**config.mk**
```make
export PLATFORM = sky130hd
export DESIGN_NAME = inst_align_queue
export DESIGN_NICKNAME = d
export VERILOG_FILES = /design/src/rtl/inst_align_queue_pkg.sv /design/src/rtl/inst_align_queue_parcel_fifo.sv /design/src/rtl/inst_align_queue.sv
export SDC_FILE = /design/constraint.sdc
export NUM_CORES = 1
export LEC_CHECK = 0
export ABC_CLOCK_PERIOD_IN_PS = 5500
export CELL_PAD_IN_SITES_DETAIL_PLACEMENT = 0
export CELL_PAD_IN_SITES_GLOBAL_PLACEMENT = 1
export CORE_MARGIN = 4
export CORE_UTILIZATION = 35
export CTS_CLUSTER_DIAMETER = 50
export CTS_CLUSTER_SIZE = 14
export DETAILED_ROUTE_END_ITERATION = 16
export PLACE_DENSITY = 0.75
export SYNTH_ARGS = -nofsm -noshare
export SYNTH_HDL_FRONTEND = slang
export SYNTH_HIERARCHICAL = 1
export SYNTH_SLANG_ARGS = --single-unit
```
**constraint.sdc**
```tcl
create_clock -name clk -period 5.5 [get_ports clk]
set_input_delay 0.55 -clock clk [delete_from_list [all_inputs] [get_ports clk]]
set_output_delay 0.55 -clock clk [all_outputs]
set_load 0.01 [all_outputs]
```
**src/rtl/inst_align_queue_pkg.sv**
```systemverilog
// +----------------------------------------------------------------------+
// | inst_align_queue_pkg                                                 |
// | Shared types and helpers for the instruction realignment queue.      |
// | Revision: 1.0                                                        |
// +----------------------------------------------------------------------+
`default_nettype none

package inst_align_queue_pkg;

  typedef logic [15:0] parcel_t;

  // Low two bits of a parcel that mark the start of a 32-bit instruction.
  localparam logic [1:0] c_RVC_32BIT = 2'b11;

  function automatic bit fetch_w_legal(input int unsigned w);
    return (w == 32) || (w == 64);
  endfunction

endpackage

`default_nettype wire

```
**src/rtl/inst_align_queue_parcel_fifo.sv**
```systemverilog
// +----------------------------------------------------------------------+
// | parcel_fifo                                                          |
// | Circular 16-bit parcel store: 1..P parcel writes, 2-parcel window.   |
// | Revision: 1.0                                                        |
// +----------------------------------------------------------------------+
`default_nettype none

module parcel_fifo
  import inst_align_queue_pkg::*;
#(
  parameter int P     = 2,
  parameter int DEPTH = 8,
  localparam int PW   = $clog2(DEPTH),
  localparam int CW   = PW + 1
) (
  input  logic             clk,
  input  logic             rst,
  input  logic             i_flush,
  input  logic             i_wr_en,
  input  logic [CW-1:0]    i_wr_n,
  input  logic [16*P-1:0]  i_wr_data,
  input  logic [1:0]       i_rd_n,
  output parcel_t          o_h0,
  output parcel_t          o_h1,
  output logic [CW-1:0]    o_count
);

  parcel_t         r_mem [DEPTH];
  logic [PW-1:0]   r_wr_ptr;
  logic [PW-1:0]   r_rd_ptr;
  logic [CW-1:0]   r_count;
  logic [CW-1:0]   w_add;

  assign w_add = i_wr_en ? i_wr_n : '0;

  // Parcel i of the write data lands at wr_ptr+i; only the first i_wr_n are kept.
  always_ff @(posedge clk) begin
    if (i_wr_en) begin
      for (int i = 0; i < P; i++) begin
        if (i < int'(i_wr_n)) begin
          r_mem[r_wr_ptr + PW'(i)] <= i_wr_data[16*i +: 16];
        end
      end
    end
  end

  always_ff @(posedge clk) begin
    if (rst || i_flush) begin
      r_wr_ptr <= '0;
      r_rd_ptr <= '0;
      r_count  <= '0;
    end else begin
      r_wr_ptr <= r_wr_ptr + PW'(w_add);
      r_rd_ptr <= r_rd_ptr + PW'(i_rd_n);
      r_count  <= r_count + w_add - CW'(i_rd_n);
    end
  end

  assign o_h0    = r_mem[r_rd_ptr];
  assign o_h1    = r_mem[r_rd_ptr + PW'(1)];
  assign o_count = r_count;

endmodule

`default_nettype wire

```
**src/rtl/inst_align_queue.sv**
```systemverilog
// +----------------------------------------------------------------------+
// | inst_align_queue                                                     |
// | Fetch-to-decode realignment queue emitting one RV64 inst per cycle.  |
// | Compressed support enabled by defining INST_ALIGN_RVC_EN.            |
// | Revision: 1.0                                                        |
// +----------------------------------------------------------------------+
`default_nettype none

module inst_align_queue
  import inst_align_queue_pkg::*;
#(
  parameter int FETCH_W = 32,
  parameter int DEPTH   = 8
) (
  input  logic               clk,
  input  logic               rst,
  input  logic               flush,
  input  logic               fetch_valid,
  output logic               fetch_ready,
  input  logic [63:0]        fetch_pc,
  input  logic [FETCH_W-1:0] fetch_data,
  output logic               out_valid,
  input  logic               out_ready,
  output logic [63:0]        pc_out,
  output logic [31:0]        inst_out,
  output logic               compressed_out
);

  localparam int P  = FETCH_W / 16;
  localparam int KB = $clog2(FETCH_W / 8);
  localparam int KW = KB - 1;
  localparam int CW = $clog2(DEPTH) + 1;

  generate
    if (!fetch_w_legal(FETCH_W)) begin : g_bad_fetch_w
      $error("inst_align_queue: FETCH_W must be 32 or 64");
    end
    if ((DEPTH < 2 * P) || ((DEPTH & (DEPTH - 1)) != 0)) begin : g_bad_depth
      $error("inst_align_queue: DEPTH must be a power of 2 and >= 2*P");
    end
  endgenerate

  logic [KW-1:0]      w_k;
  logic [CW-1:0]      w_wr_n;
  logic [FETCH_W-1:0] w_wr_data;
  logic               w_push;
  logic               w_pop;
  logic [1:0]         w_rd_n;
  parcel_t            w_h0;
  parcel_t            w_h1;
  logic [CW-1:0]      w_count;
  logic               w_h0_comp;
  logic [63:0]        r_head_pc;
  logic               r_pc_empty;

`ifdef INST_ALIGN_RVC_EN
  assign w_k       = fetch_pc[KB-1:1];
  assign w_h0_comp = (w_h0[1:0] != c_RVC_32BIT);
`else
  // Without RVC the entry PC is word-aligned, so only whole 32-bit slots are skipped.
  assign w_k       = fetch_pc[KB-1:1] & ~KW'(1);
  assign w_h0_comp = 1'b0;
`endif

  assign fetch_ready = !rst && ((CW'(DEPTH) - w_count) >= CW'(P));
  assign w_push      = fetch_valid && fetch_ready && !flush;
  assign w_wr_n      = CW'(P) - CW'(w_k);
  assign w_wr_data   = fetch_data >> {w_k, 4'b0000};

  parcel_fifo #(
    .P     (P),
    .DEPTH (DEPTH)
  ) u_fifo (
    .clk       (clk),
    .rst       (rst),
    .i_flush   (flush),
    .i_wr_en   (w_push),
    .i_wr_n    (w_wr_n),
    .i_wr_data (w_wr_data),
    .i_rd_n    (w_rd_n),
    .o_h0      (w_h0),
    .o_h1      (w_h1),
    .o_count   (w_count)
  );

  assign out_valid      = ((w_count != '0) && w_h0_comp) || (w_count >= CW'(2));
  assign compressed_out = out_valid && w_h0_comp;
  assign w_pop          = out_valid && out_ready && !flush;
  assign w_rd_n         = !w_pop ? 2'd0 : (w_h0_comp ? 2'd1 : 2'd2);
  assign pc_out         = r_head_pc;

  always_comb begin
    inst_out = 32'h0;
    if (out_valid) begin
      inst_out = w_h0_comp ? {16'h0, w_h0} : {w_h1, w_h0};
    end
  end

  // The queue is empty whenever pc_empty is set, so load and advance never coincide.
  always_ff @(posedge clk) begin
    if (rst) begin
      r_head_pc  <= 64'h0;
      r_pc_empty <= 1'b1;
    end else if (flush) begin
      r_pc_empty <= 1'b1;
    end else if (w_push && r_pc_empty) begin
      r_head_pc  <= fetch_pc;
      r_pc_empty <= 1'b0;
    end else if (w_pop) begin
      r_head_pc  <= r_head_pc + (w_h0_comp ? 64'd2 : 64'd4);
    end
  end

endmodule

`default_nettype wire

```
==> results.sh, run 1 <==
export IMPL_gp_congestion=0.8401
export IMPL_finalHoldViolCount=0
export IMPL_hold_path_startpoint="rst"
export IMPL_yosys_top_cells_count="edfxtp_1, mux2_2, dfxtp_1"
export IMPL_yosysWarnings=6
export IMPL_synth_area_leaders="edfxtp_1, dfxtp_1, mux2_2, mux4_2, a211oi_1"
export IMPL_worst_pin_slew_ps=1071
export IMPL_worstHoldPathType="input pin to flop"
export IMPL_yosysSeqAreaShare=0.4417
export IMPL_use_met3=0.03944
export IMPL_start_util=0.3582
export IMPL_dp_cells=1575
export IMPL_nets=1275
export IMPL_wl_per_cell_um=21.69
export IMPL_syn_area_mm2=0.01210
export IMPL_postCtsHoldBufs=0
export IMPL_dieHeight_um=193.9
export IMPL_synth_cells=947
export IMPL_dr_first_iter_drc_count=480
export IMPL_grt_busiest_layer="met2"
export IMPL_reg2reg_to="u_fifo/r_mem[7][1]"
export IMPL_io_buffer_count=198
export IMPL_netlist_top_cell_by_area="edfxtp_1"
export IMPL_core_mm2=0.03378
export IMPL_r2r_slack_ps=1780
export IMPL_boundaryPins=200
export IMPL_synth_cell_types=66
export IMPL_critPathMaxFanout=21
export IMPL_synth_enable_flop_cells=128
export IMPL_routed_via_count=8788
export IMPL_startpoint_type="flop"
export IMPL_fin_ws_ps=1496
export IMPL_critPathRequiredTime_ps=4950
export IMPL_final_layout_size_suffix_gt1_frac=0.2606
export IMPL_hold_end="u_fifo/o_count[1]"
export IMPL_vias_per_cell=5.401
export IMPL_cts_setup_buffers=0
export IMPL_hold_depth=2
export IMPL_first_pass_iters=5
export IMPL_crit_type="flop to primary output"
export IMPL_status="complete, no violations"
export IMPL_cts_htree_levels=1
export IMPL_cts_tree="done"
export IMPL_die_x_um=193.9
export IMPL_worst_hold_slack_ps=341.7
export IMPL_post_route_period_util=0.7280
export IMPL_gr_usage_met1=0.2403
export IMPL_cellLeakagePower_nw=5.144
export IMPL_tns_ps=0
export IMPL_drv_slew=0
export IMPL_antenna_found_initial=4
export IMPL_dieArea_mm2=0.03761
export IMPL_synth_flop_cell="edfxtp_1"
export IMPL_root_buffer="clkbuf_16"
export IMPL_ant_nets=0
export IMPL_crit_path_end_kind="primary output"
export IMPL_route_detailed_drc=0
export IMPL_numCtsBuffers=29
export IMPL_grt_overflow=0
export IMPL_setup_violations_final=0
export IMPL_grt_pass1_vias=8968
export IMPL_ys_ff_latch=203
export IMPL_clk_latency_ps=530
export IMPL_cts_path_max_buffers=3
export IMPL_worstRegToRegCells=11
export IMPL_cts_sinks=203
export IMPL_core_rowCount=67
export IMPL_syn_area_per_cell_um2=12.78
export IMPL_synth_top_area_frac=0.3177
export IMPL_final_area_mm2=0.01559
export IMPL_powerDensity_mw_per_mm2=295.5
export IMPL_fin_skew_ps=15.70
export IMPL_path_clk_slew_ps=50
export IMPL_grt_max_degree=66
export IMPL_instances_no_fill=1627
export IMPL_min_period_ps=4004
export IMPL_relSlewSlack=0.2818
export IMPL_dpl_instance_area_mm2=0.01459
export IMPL_hpwlAfterDp_um=23790
export IMPL_cp_arrival_ps=3450
export IMPL_maxCapViolCount=0
export IMPL_grt_use_met2=0.3068
export IMPL_grt_first_pass_wirelength_um=54350
export IMPL_synthArstFlopShare=0
export IMPL_grt_util_all_layers=0.1809
export IMPL_post_cts_resize_count=0
export IMPL_rsz0062_at_grt="no"
export IMPL_vdd_drop_max_mv=0.1987
export IMPL_reg2reg_from="u_fifo/o_count[1]"
export IMPL_wl_um=35290
export IMPL_dp_slack_ps=1640
export IMPL_syn_to_final_growth_pct=28.81
export IMPL_max_freq_mhz=249.8
==> flip-flops by register name, summed over array words and instances (netlist names) <==
register and flops:
u_fifo/o_count 4, pc_out 64, r_pc_empty 1, u_fifo/r_rd_ptr 3, u_fifo/r_wr_ptr 3, u_fifo/r_mem 128
==> power breakdown <==
group          switching [W]  internal (W)  leakage, nW
sequential         0.0000753       0.00168         1.77
combinational       0.000417      0.000506         2.89
clock               0.000727       0.00120        0.487
==> cell families after synthesis <==
| group | Yosys count | synth area share |
|---|---|---|
| muxes | 226 | 0.2753 |
| DFF | 203 | 0.4417 |
| AOI/OAI and AO/OA | 86 | 0.05263 |
| adders and majority gates | 16 | 0.01903 |
| buffers and inverters | 79 | 0.03185 |
| and+or+nand+nor | 267 | 0.1284 |
| xor gates and xnor gates | 68 | 0.05046 |
| other | 2 | 0.0006206 |
==> worst max path at each step <==
stage	slack [ps]	from	depth (start not counted)	end
2_1_floorplan	1890	u_fifo/o_count[2]	7	u_fifo/r_mem[2][0]
3_3_place_gp	1710	fetch_valid	9	u_fifo/r_mem[7][1]
3_5_place_dp	1640	flush	7	u_fifo/r_mem[7][1]
5_1_grt	1290	u_fifo/r_rd_ptr[1]	6	inst_out[18]
4_1_cts	1410	u_fifo/r_rd_ptr[0]	6	inst_out[18]
6_report	1500	u_fifo/r_rd_ptr[0]	6	inst_out[18]
==> critical path, stage by stage (launching register included) <==
cell             delay (ps)
dfxtp_4                 340
ha_2                    590
buf_4                   490
mux4_2                  550
mux2_2                  280
and2_1                  180
clkdlybuf4s50_1         500
==> per-stage QoR <==
stage	total power [W]	util
floorplan	0.002255	-
global placement	0.002709	0.4317
detailed placement	0.002721	0.4317
CTS	0.004663	0.4613
global route	0.004795	0.4614
finish	0.004605	0.4614
==> routing by layer <==
metal,wire (um),part of all wire
met5,34,0.00096
met4,705,0.020
met3,2553,0.072
met2,16900,0.48
met1,15090,0.43
==> layout make-up <==
| type | instances | area [um2] |
|---|---|---|
| timing repair buffer | 221 | 2150 |
| clock inverter | 17 | 234.0 |
| inverter | 19 | 71.32 |
| clock buffer | 34 | 764.5 |
| tap | 448 | 560.5 |
| sequential | 203 | 5349 |
| antenna | 1 | 2.502 |
| multi-input combinational | 684 | 6455 |
| fill | 3076 | 18200 |
==> placed cells by master (no fill, tap or decap), types with 6 or more instances in the layout <==
cell type | netlist | routed
and3_1 | 6 | 6
and2_1 | 40 | 40
clkbuf_16 | 0 | 29
buf_4 | 2 | 23
mux4_2 | 64 | 64
nand3_1 | 21 | 21
conb_1 | 2 | 21
edfxtp_1 | 128 | 128
and4_1 | 8 | 8
inv_1 | 18 | 18
mux2_4 | 18 | 18
dfxtp_1 | 75 | 74
ha_1 | 12 | 11
xnor2_1 | 43 | 43
nand2_1 | 31 | 31
a211oi_1 | 52 | 52
nor2_1 | 72 | 72
nand4_1 | 22 | 22
mux2_1 | 14 | 14
xor2_1 | 23 | 22
nor4_1 | 9 | 9
clkdlybuf4s50_1 | 0 | 197
nor3_1 | 22 | 22
mux2_2 | 128 | 128
No activity file was read; power rests on OpenSTA's default activity.
==> run 2, diff against run 1 <==
- ABC_CLOCK_PERIOD_IN_PS: 5500 -> 3600
- PLACE_DENSITY: 0.75 -> 0.78
- clock period: 5.5 -> 3.6 ns (I/O delays scaled with it)
==> results.sh, run 2 (synthesized netlist as in run 1, its figures left out) <==
export IMPL_boundaryPins=200
export IMPL_grt_util_all_layers=0.1780
export IMPL_mostFrequentLayoutCells="clkdlybuf4s50_1, mux2_2, edfxtp_1"
export IMPL_core_mm2=0.03378
export IMPL_setup_violations_final=0
export IMPL_cp_slowest_stage_delay_ps=570
export IMPL_root_buffer="clkbuf_16"
export IMPL_dp_cells=1588
export IMPL_relSlewSlack=0.1516
export IMPL_final_common_cell="clkdlybuf4s50_1"
export IMPL_max_freq_mhz=297.4
export IMPL_cellLeakagePower_nw=5.142
export IMPL_vdd_drop_max_mv=0.3040
export IMPL_crit_path_end_kind="primary output"
export IMPL_critPathMaxFanout=32
export IMPL_die_x_um=193.9
export IMPL_ant_nets=0
export IMPL_critPathSlowestCell="mux4_2"
export IMPL_status="complete, no violations"
export IMPL_start_util=0.3582
export IMPL_numCtsBuffers=26
export IMPL_regMostFlops="u_fifo/r_mem"
export IMPL_r2r_slack_ps=360
export IMPL_post_route_period_util=0.9342
export IMPL_min_period_ps=3363
export IMPL_io_buffer_count=198
export IMPL_dr_first_iter_drc_count=612
export IMPL_cts_sinks=203
export IMPL_route_detailed_drc=0
export IMPL_crit_type="flop to primary output"
export IMPL_wl_um=34730
export IMPL_dieArea_mm2=0.03761
export IMPL_worst_hold_slack_ps=333.1
export IMPL_grt_overflow=0
export IMPL_wl_per_cell_um=21.26
export IMPL_powerDensity_mw_per_mm2=422.9
export IMPL_clk_latency_ps=530
export IMPL_startpoint_type="flop"
export IMPL_grt_max_degree=111
export IMPL_dpl_instance_area_mm2=0.01472
export IMPL_vias_per_cell=5.391
export IMPL_path_clk_slew_ps=60
export IMPL_antenna_diode_count=0
export IMPL_worstHoldPathType="input pin to flop"
export IMPL_fin_skew_ps=19.50
export IMPL_worstPathCellList="ha_2 > buf_12 > mux4_2 > mux2_2 > and2_1 > clkdlybuf4s50_1"
export IMPL_core_rowCount=67
export IMPL_final_layout_size_suffix_gt1_frac=0.2667
export IMPL_cts_htree_levels=1
export IMPL_first_pass_iters=5
export IMPL_nets=1285
export IMPL_dieHeight_um=193.9
export IMPL_grt_first_pass_wirelength_um=53880
export IMPL_instances_no_fill=1633
export IMPL_antenna_found_initial=0
export IMPL_largest_register_ffs=128
export IMPL_routed_via_count=8803
export IMPL_critPathRequiredTime_ps=3240
export IMPL_syn_to_final_growth_pct=28.55
export IMPL_gp_congestion=0.8096
export IMPL_cp_arrival_ps=3000
export IMPL_finalHoldViolCount=0
export IMPL_drv_slew=0
export IMPL_grt_pass1_vias=9051
export IMPL_cts_path_max_buffers=3
export IMPL_rsz0062_at_grt="no"
export IMPL_hpwlAfterDp_um=24070
export IMPL_worst_pin_slew_ps=1269
export IMPL_cts_tree="done"
export IMPL_maxCapViolCount=0
export IMPL_final_area_mm2=0.01555
-- run 2: cell count changes in the layout (fill, tap and decap cells not counted), sizes merged --
cell      change
bufinv        -3
clkinv        +4
buf          +13
clkbuf        -7
inv           -1
clkinvlp      +1
diode         -1
-- run 2: worst paths after layout --
| check | from | to | cells after the start |
|---|---|---|---|
| max | u_fifo/r_rd_ptr[0] | inst_out[23] | 6 |
| min reg2reg | pc_out[0] | pc_out[0] | 2 |
| max reg2reg | u_fifo/o_count[1] | u_fifo/o_count[2] | 12 |
| min | rst | pc_out[60] | 2 |
-- run 2: repair_timing --
item	CTS	global route
buffers inserted	0	0
setup endpoints to repair	0	32
gates resized for setup	0	1
hold buffers	0	0
-- run 2: power by group --
group / leakage, nW / internal [W] / total (W) / switching [W]
clock network: 0.402 / 0.00142 / 0.00249 / 0.00107
registers: 1.77 / 0.00257 / 0.00268 / 0.000112
logic: 2.97 / 0.000784 / 0.00140 / 0.000618
total: 5.14 / 0.00478 / 0.00658 / 0.00180
-- run 2: cell type report --
type,count,area (um2)
Clock buffer,27,654.4
Timing Repair Buffer,234,2285
Multi-Input combinational cell,684,6461
Sequential cell,203,5349
Inverter,19,71.32
Fill cell,3083,18230
Tap cell,448,560.5
Clock inverter,18,173.9
-- run 2: through the flow --
step | setup TNS [ps] | total power (W) | setup slack, ps | util
floorplan | -369.9 | 0.003445 | -11.56 | -
global placement | 0 | 0.004122 | 431.7 | 0.4357
detailed placement | 0 | 0.004141 | 387.9 | 0.4357
CTS | 0 | 0.006652 | 189.8 | 0.4602
global route | 0 | 0.006865 | 91.44 | 0.4604
finish | 0 | 0.006578 | 237.0 | 0.4604
-- run 2: critical path, delay by kind of cell, from the launching register on --
kind	cells	cell delay (ps)
buf+inv	2	760
flops	1	350
fa+ha+maj	1	330
simple gates	1	140
mux	2	870
-- run 2: metal layers --
metal / vias up / share of wire / track usage / wire length, um
met3: 44 / 0.072 / 0.03354 / 2509
met2: 335 / 0.48 / 0.3077 / 16820
li1: 4081 / - / - / -
met4: 0 / 0.020 / 0.03854 / 689
met1: 4343 / 0.42 / 0.2343 / 14710
met5: - / 0 / 0 / 0
==> run 3, diff against run 2 <==
- CORE_MARGIN: 4 -> 2
==> results.sh, run 3 (synthesized netlist as in run 1, its figures left out) <==
export IMPL_status="complete, no violations"
export IMPL_worstRegToRegCells=14
export IMPL_post_cts_resize_count=0
export IMPL_path_clk_slew_ps=60
export IMPL_io_buffer_count=198
export IMPL_cts_tree="done"
export IMPL_dp_cells=1597
export IMPL_fin_ws_ps=226.2
export IMPL_fin_skew_ps=31.24
export IMPL_syn_to_final_growth_pct=29.80
export IMPL_final_common_cell="clkdlybuf4s50_1"
export IMPL_wl_per_cell_um=20.66
export IMPL_start_util=0.3529
export IMPL_setup_violations_final=0
export IMPL_postCtsHoldBufs=0
export IMPL_dp_slack_ps=422.2
export IMPL_grt_overflow=0
export IMPL_gp_congestion=0.8140
export IMPL_grt_util_all_layers=0.1867
export IMPL_crit_type="flop to primary output"
export IMPL_tns_ps=0
export IMPL_largest_register_ffs=128
export IMPL_relSlewSlack=0.4800
export IMPL_core_rowCount=68
export IMPL_final_layout_size_suffix_gt1_frac=0.2672
export IMPL_powerDensity_mw_per_mm2=440.3
export IMPL_cp_arrival_ps=3010
export IMPL_numCtsBuffers=26
export IMPL_ant_nets=0
export IMPL_critPathMaxFanout=32
export IMPL_nets=1287
export IMPL_clk_latency_ps=550
export IMPL_antenna_diode_count=0
export IMPL_maxCapViolCount=0
export IMPL_grt_max_degree=70
export IMPL_finalHoldViolCount=0
export IMPL_wl_um=33990
export IMPL_grt_pass1_vias=9026
export IMPL_first_pass_iters=5
export IMPL_vdd_drop_max_mv=0.3953
export IMPL_rsz0062_at_grt="no"
export IMPL_vias_per_cell=5.366
export IMPL_routed_via_count=8827
export IMPL_route_detailed_drc=0
export IMPL_root_buffer="clkbuf_16"
export IMPL_core_mm2=0.03429
export IMPL_dieArea_mm2=0.03608
export IMPL_antenna_found_initial=2
export IMPL_startpoint_type="flop"
export IMPL_dr_first_iter_drc_count=409
export IMPL_hold_depth=3
export IMPL_post_route_period_util=0.9372
export IMPL_cts_htree_levels=1
export IMPL_cellLeakagePower_nw=5.214
export IMPL_crit_path_end_kind="primary output"
export IMPL_min_period_ps=3374
export IMPL_p_total_w=0.006916
export IMPL_max_freq_mhz=296.4
export IMPL_cts_setup_buffers=0
export IMPL_critPathRequiredTime_ps=3240
export IMPL_drv_slew=0
export IMPL_die_x_um=189.9
export IMPL_worst_pin_slew_ps=780.0
export IMPL_mostFrequentLayoutCells="clkdlybuf4s50_1, mux2_2, edfxtp_1"
export IMPL_dieHeight_um=189.9
export IMPL_instances_no_fill=1645
export IMPL_boundaryPins=200
export IMPL_grt_first_pass_wirelength_um=52420
export IMPL_worstHoldPathType="input pin to flop"
export IMPL_cts_path_max_buffers=3
export IMPL_cts_sinks=203
export IMPL_regMostFlops="u_fifo/r_mem"
export IMPL_hpwlAfterDp_um=22900
run 3: cell types whose count changed in the layout (fill, tap and decap cells not counted), sizes merged:
cell	before	now
bufinv	1	5
clkbuf	27	30
inv	24	21
buf	37	39
clkinv	10	8
clkinvlp	2	3
run 3: metal layers:
metal / track usage / wire length [um] / up-vias / share of wire
met5: 0 / 25 / - / 0.00074
met4: 0.05307 / 827 / 4 / 0.024
met3: 0.03523 / 2658 / 51 / 0.078
met2: 0.3112 / 16080 / 340 / 0.47
met1: 0.2482 / 14400 / 4363 / 0.42
li1: - / - / 4069 / -
run 3: stage by stage:
stage,utilization,cell area [um2],hold WS [ps]
floorplan,-,12170,431.1
global placement,0.4302,14750,441.2
detailed placement,0.4302,14750,447.9
CTS,0.4581,15710,372.1
global route,0.4581,15710,393.5
finish,0.4581,15710,384.0
run 3: path summary, 6_finish.rpt:
path / start / to / slack, ps
worst max-delay path: u_fifo/r_rd_ptr[0] / inst_out[22] / 230
worst min-delay path: fetch_pc[0] / pc_out[0] / 380
worst min register to register: pc_out[0] / pc_out[0] / 450
worst max register to register: u_fifo/o_count[1] / u_fifo/o_count[3] / 340
run 3: report_power, final:
part           internal [W]  total, W  switching (W)
clock               0.00175   0.00282        0.00107
combinational      0.000789   0.00141       0.000623
sequential          0.00257   0.00268       0.000109
total               0.00511   0.00692        0.00181
run 3: cell type report:
cell class,count,area [um2]
Fill cell,3101,18580
Inverter,19,71.32
Clock inverter,18,271.5
Clock buffer,30,685.7
Timing Repair Buffer,236,2312
Tap cell,455,569.3
Multi-Input combinational cell,684,6447
Sequential cell,203,5349
run 3: critical path, cell delays in order, from the launching register on:
cell             delay [ps]
dfxtp_4                 350
ha_2                    330
buf_12                  270
mux4_2                  560
mux2_2                  300
and2_1                  150
clkdlybuf4s50_1         480
==> RTL change 1 (config.mk and constraints of run 2) <==
Reset style: asynchronous (`rst`), changed in one clocked block.
--- a/src/rtl/inst_align_queue.sv
+++ b/src/rtl/inst_align_queue.sv
@@ -98,5 +98,5 @@
 
   // The queue is empty whenever pc_empty is set, so load and advance never coincide.
-  always_ff @(posedge clk) begin
+  always_ff @(posedge clk or posedge rst) begin
     if (rst) begin
       r_head_pc  <= 64'h0;
Check against the original RTL: differs if rst is asserted again (counterexample within 4 cycles, from zero or initial values and one cycle with rst high); with rst held inactive, the same outputs for 4 cycles.
==> RTL change 1 against run 2 <==
Worst setup slack lost 56 ps. Area after synthesis increased by 1.5%. Final area rose by 1.9%. Total power increased by 33%. Sequential cell count unchanged. Combinational power is 84% higher. Wire length down 1.3%. Synthesized cell count grew 0.95%. Clock power rose by 13%. Via count up 1.4%. Critical path type unchanged. Critical endpoint is now inst_out[31]. Largest cell class unchanged.
==> RTL change 1: results (changes against run 2) <==
| Metric | Value |
|---|---|
| Status | completed |
| Placed standard-cell area | 14900 µm² (+1.2%) |
| Inverters | 21 (+2) |
| Warnings from Yosys | 6 (unchanged) |
| Die Footprint | 38200 µm² (+1.5%) |
| CP max FO | 46 (+44%) |
| Crit path time final | 3420 ps (+55.7 ps) |
| Worst Hold Depth | 3 (+1) |
| Final-layout clock buffer total | 34 (+26%) |
| Reg2reg start | u_fifo/o_count[2]$_SDFF_PP0_ |
| Clock group | 2.81 mW (+13%) |
| Hold Slack | 380 ps (+47.4 ps) |
| Synth area leaders | edfxtp_1 (31%), dfrtp_1 (13%), mux2_2 (12%), mux4_2 (12%), mux2_4 (2.2%) |
| Placed cells | 1609 (+1.3%) |
| Non-Filler Instances | 1659 (+1.6%) |
| Internal power | 6.03 mW (+26%) |
| Number of nets in the final layout | 1300 (+1.2%) |
| Setup WS pre-CTS | 415 ps (+27.1 ps) |
| Max stage delay on crit path | 610 ps (+40 ps) |
| Sequential share of the synthesized area | 0.462 (+0.0200) |
| Clock skew | 21.6 ps (+2.14 ps) |
| Clock network share of area | 0.0596 (+0.00637) |
| Global Route Usage Sum | 0.175 (-0.00277) |
| Multi-input combinational cell count | 695 (+1.6%) |
| Arrival @ worst endpoint | 3060 ps (+60 ps) |
| Fillers | 3081 (-0.065%) |
| Slew headroom | 0.429 (+0.278) |
| GPL Wtd Cong | 0.813 (+0.47%) |
| Combinational power share | 0.295 (+0.082) |
| R2R cell count | 7 (-5) |
| Share of layout cells above drive strength 1 | 0.264 (-0.00255) |
| Worst hold endpoint | pc_out[0]$_DFFE_PP0P_ |
| R2R setup slack | 450 ps (+90 ps) |
| Multi-input logic area | 6320 µm² (-2.2%) |
| Wirelength, routed | 34.3 mm (-1.3%) |
| NonClk Buf Share | 0.143 (-0.00427) |
| Synth cell count leaders | mux2_2 (129), edfxtp_1 (128), nand2_1 (65) |
| Drt initial violations | 501 (-18%) |
| Bufs w/o clock | 235 (+0.43%) |
| First-pass GRT wire length | 54.1 mm (+0.37%) |
| Worst path top cell family by delay | buffers and inverters |
| Hold path start | fetch_pc[0] |
| Unique masters post-synth | 59 (-11%) |
| Seq/total area | 0.358 (+0.0144) |
| Number of global-route vias before repair | 9126 (+0.83%) |
| Final total power | 8.73 mW (+33%) |
| Largest net degree at the start of global routing | 66 (-41%) |
RTL change 1: cell count changes after synthesis, sizes merged, moves of 15 or more:
cell and delta:
a31oi +29, dfxtp -65, nand2 +34, nor2 -29, o21ai +41, or3 +15
dfrtp +64, xnor2 -30, a211oi -53
RTL change 1: layer usage:
metal  up-vias  part of all wire  track usage
li1       4152                 -            -
met1      4418              0.42        0.232
met2       308              0.50        0.307
met3        44             0.058       0.0276
met4         0             0.018       0.0341
met5         -                 0            0
RTL change 1: logic make-up (layout without fill, tap and decap cells):
logic type / count (synthesis) / after routing / share of synthesized area
AOI/OAI and AO/OA: 109 / 109 / 0.0551
xor gates and xnor gates: 37 / 37 / 0.0276
adders and majority gates: 16 / 16 / 0.0187
and+or+nand+nor: 285 / 285 / 0.133
other: 2 / 21 / 0.000611
DFF: 203 / 203 / 0.462
buffers and inverters: 77 / 306 / 0.0311
muxes: 227 / 227 / 0.272
==> RTL change 2 (flow settings as in run 2) <==
Made on the original files. `DEPTH` is set to 8 in 2 places; all go to 16.
--- a/src/rtl/inst_align_queue_parcel_fifo.sv
+++ b/src/rtl/inst_align_queue_parcel_fifo.sv
@@ -10,5 +10,5 @@
 #(
   parameter int P     = 2,
-  parameter int DEPTH = 8,
+  parameter int DEPTH = 16,
   localparam int PW   = $clog2(DEPTH),
   localparam int CW   = PW + 1
--- a/src/rtl/inst_align_queue.sv
+++ b/src/rtl/inst_align_queue.sv
@@ -11,5 +11,5 @@
 #(
   parameter int FETCH_W = 32,
-  parameter int DEPTH   = 8
+  parameter int DEPTH   = 16
 ) (
   input  logic               clk,
Behaviour: not the same (a bounded check fails within 10 cycles, from zero or initial values and one cycle with rst high).
==> RTL change 2 against run 2 <==
Global-route usage rose by 3.2 points. Sequential cell count rose by 131. Total power rose by 59%. Wire length rose by 89%. Final area rose by 59%. Die area rose by 62%. Area after synthesis rose by 65%. Worst setup slack got worse by 100 ps.
==> RTL change 2: results (changes against run 2) <==
| Metric | Value |
|---|---|
| Wirelength, routed | 65.5 mm (+89%) |
| Bufs w/o clock | 273 (+17%) |
| RR Endpoint | u_fifo/o_count[4]$_SDFF_PP0_ |
| Placed standard-cell area | 23200 µm² (+57%) |
| GRT met1 Usage | 0.274 (+0.0392) |
| Fillers | 5141 (+67%) |
| Core area | 56400 µm² (+67%) |
| Latest clock arrival within the worst-skew pair | 580 ps (+50 ps) |
| Status | completed |
| Hold Slack | 330 ps (-3.49 ps) |
| Worst slew pin tran | 769 ps (-500 ps) |
| R2R setup slack | 280 ps (-80 ps) |
| Synth cell count leaders | edfxtp_1 (256), mux2_2 (256), mux4_2 (128) |
| Routed vias/inst | 5.75 (+6.7%) |
| Maximum vdd drop | 0.321 mV (+5.6%) |
| Clock group | 4.10 mW (+65%) |
| Worst hold endpoint | pc_out[33]$_SDFFE_PP0P_ |
| Inverters | 25 (+6) |
| Synthesis-stage register bit count | 334 (+65%) |
| Clock network share of area | 0.0537 (+0.000473) |
| Met2 usage | 0.339 (+0.0316) |
| Worst Hold Depth | 3 (+1) |
| Synth-to-layout area growth | 23.7% |
| Num CTS Buffers | 41 (+58%) |
| Wire length per cell | 26.4 µm (+24%) |
| Number of nets in the final layout | 1819 (+42%) |
| Global Route Usage Sum | 0.210 (+0.0317) |
-- RTL change 2: cell count changes after synthesis, sizes merged, moves of 26 or more --
cell | before | now
clkbuf | 22 | 65
nor2b | 1 | 27
nand2 | 31 | 63
mux4 | 64 | 128
a22oi | 0 | 32
edfxtp | 128 | 256
mux2 | 160 | 256
-- RTL change 2: timing repair --
| action | 4_1_cts | 5_1_grt |
|---|---|---|
| pin swaps | 1 | 0 |
| setup buffers | 4 | 3 |
| gates resized for setup | 5 | 12 |
| gates cloned | 0 | 1 |
| setup endpoints to repair | 17 | 8 |
-- RTL change 2: cells by family (layout without fill, tap and decap cells) --
group,Yosys count,count (layout),share of synthesized area
AOI/OAI and AO/OA,162,162,0.0580
xor gates and xnor gates,72,72,0.0320
adders and majority gates,21,21,0.0147
buffers and inverters,151,370,0.0354
DFF,334,334,0.463
muxes,400,400,0.297
other,2,26,0.000376
and+or+nand+nor,346,346,0.0995
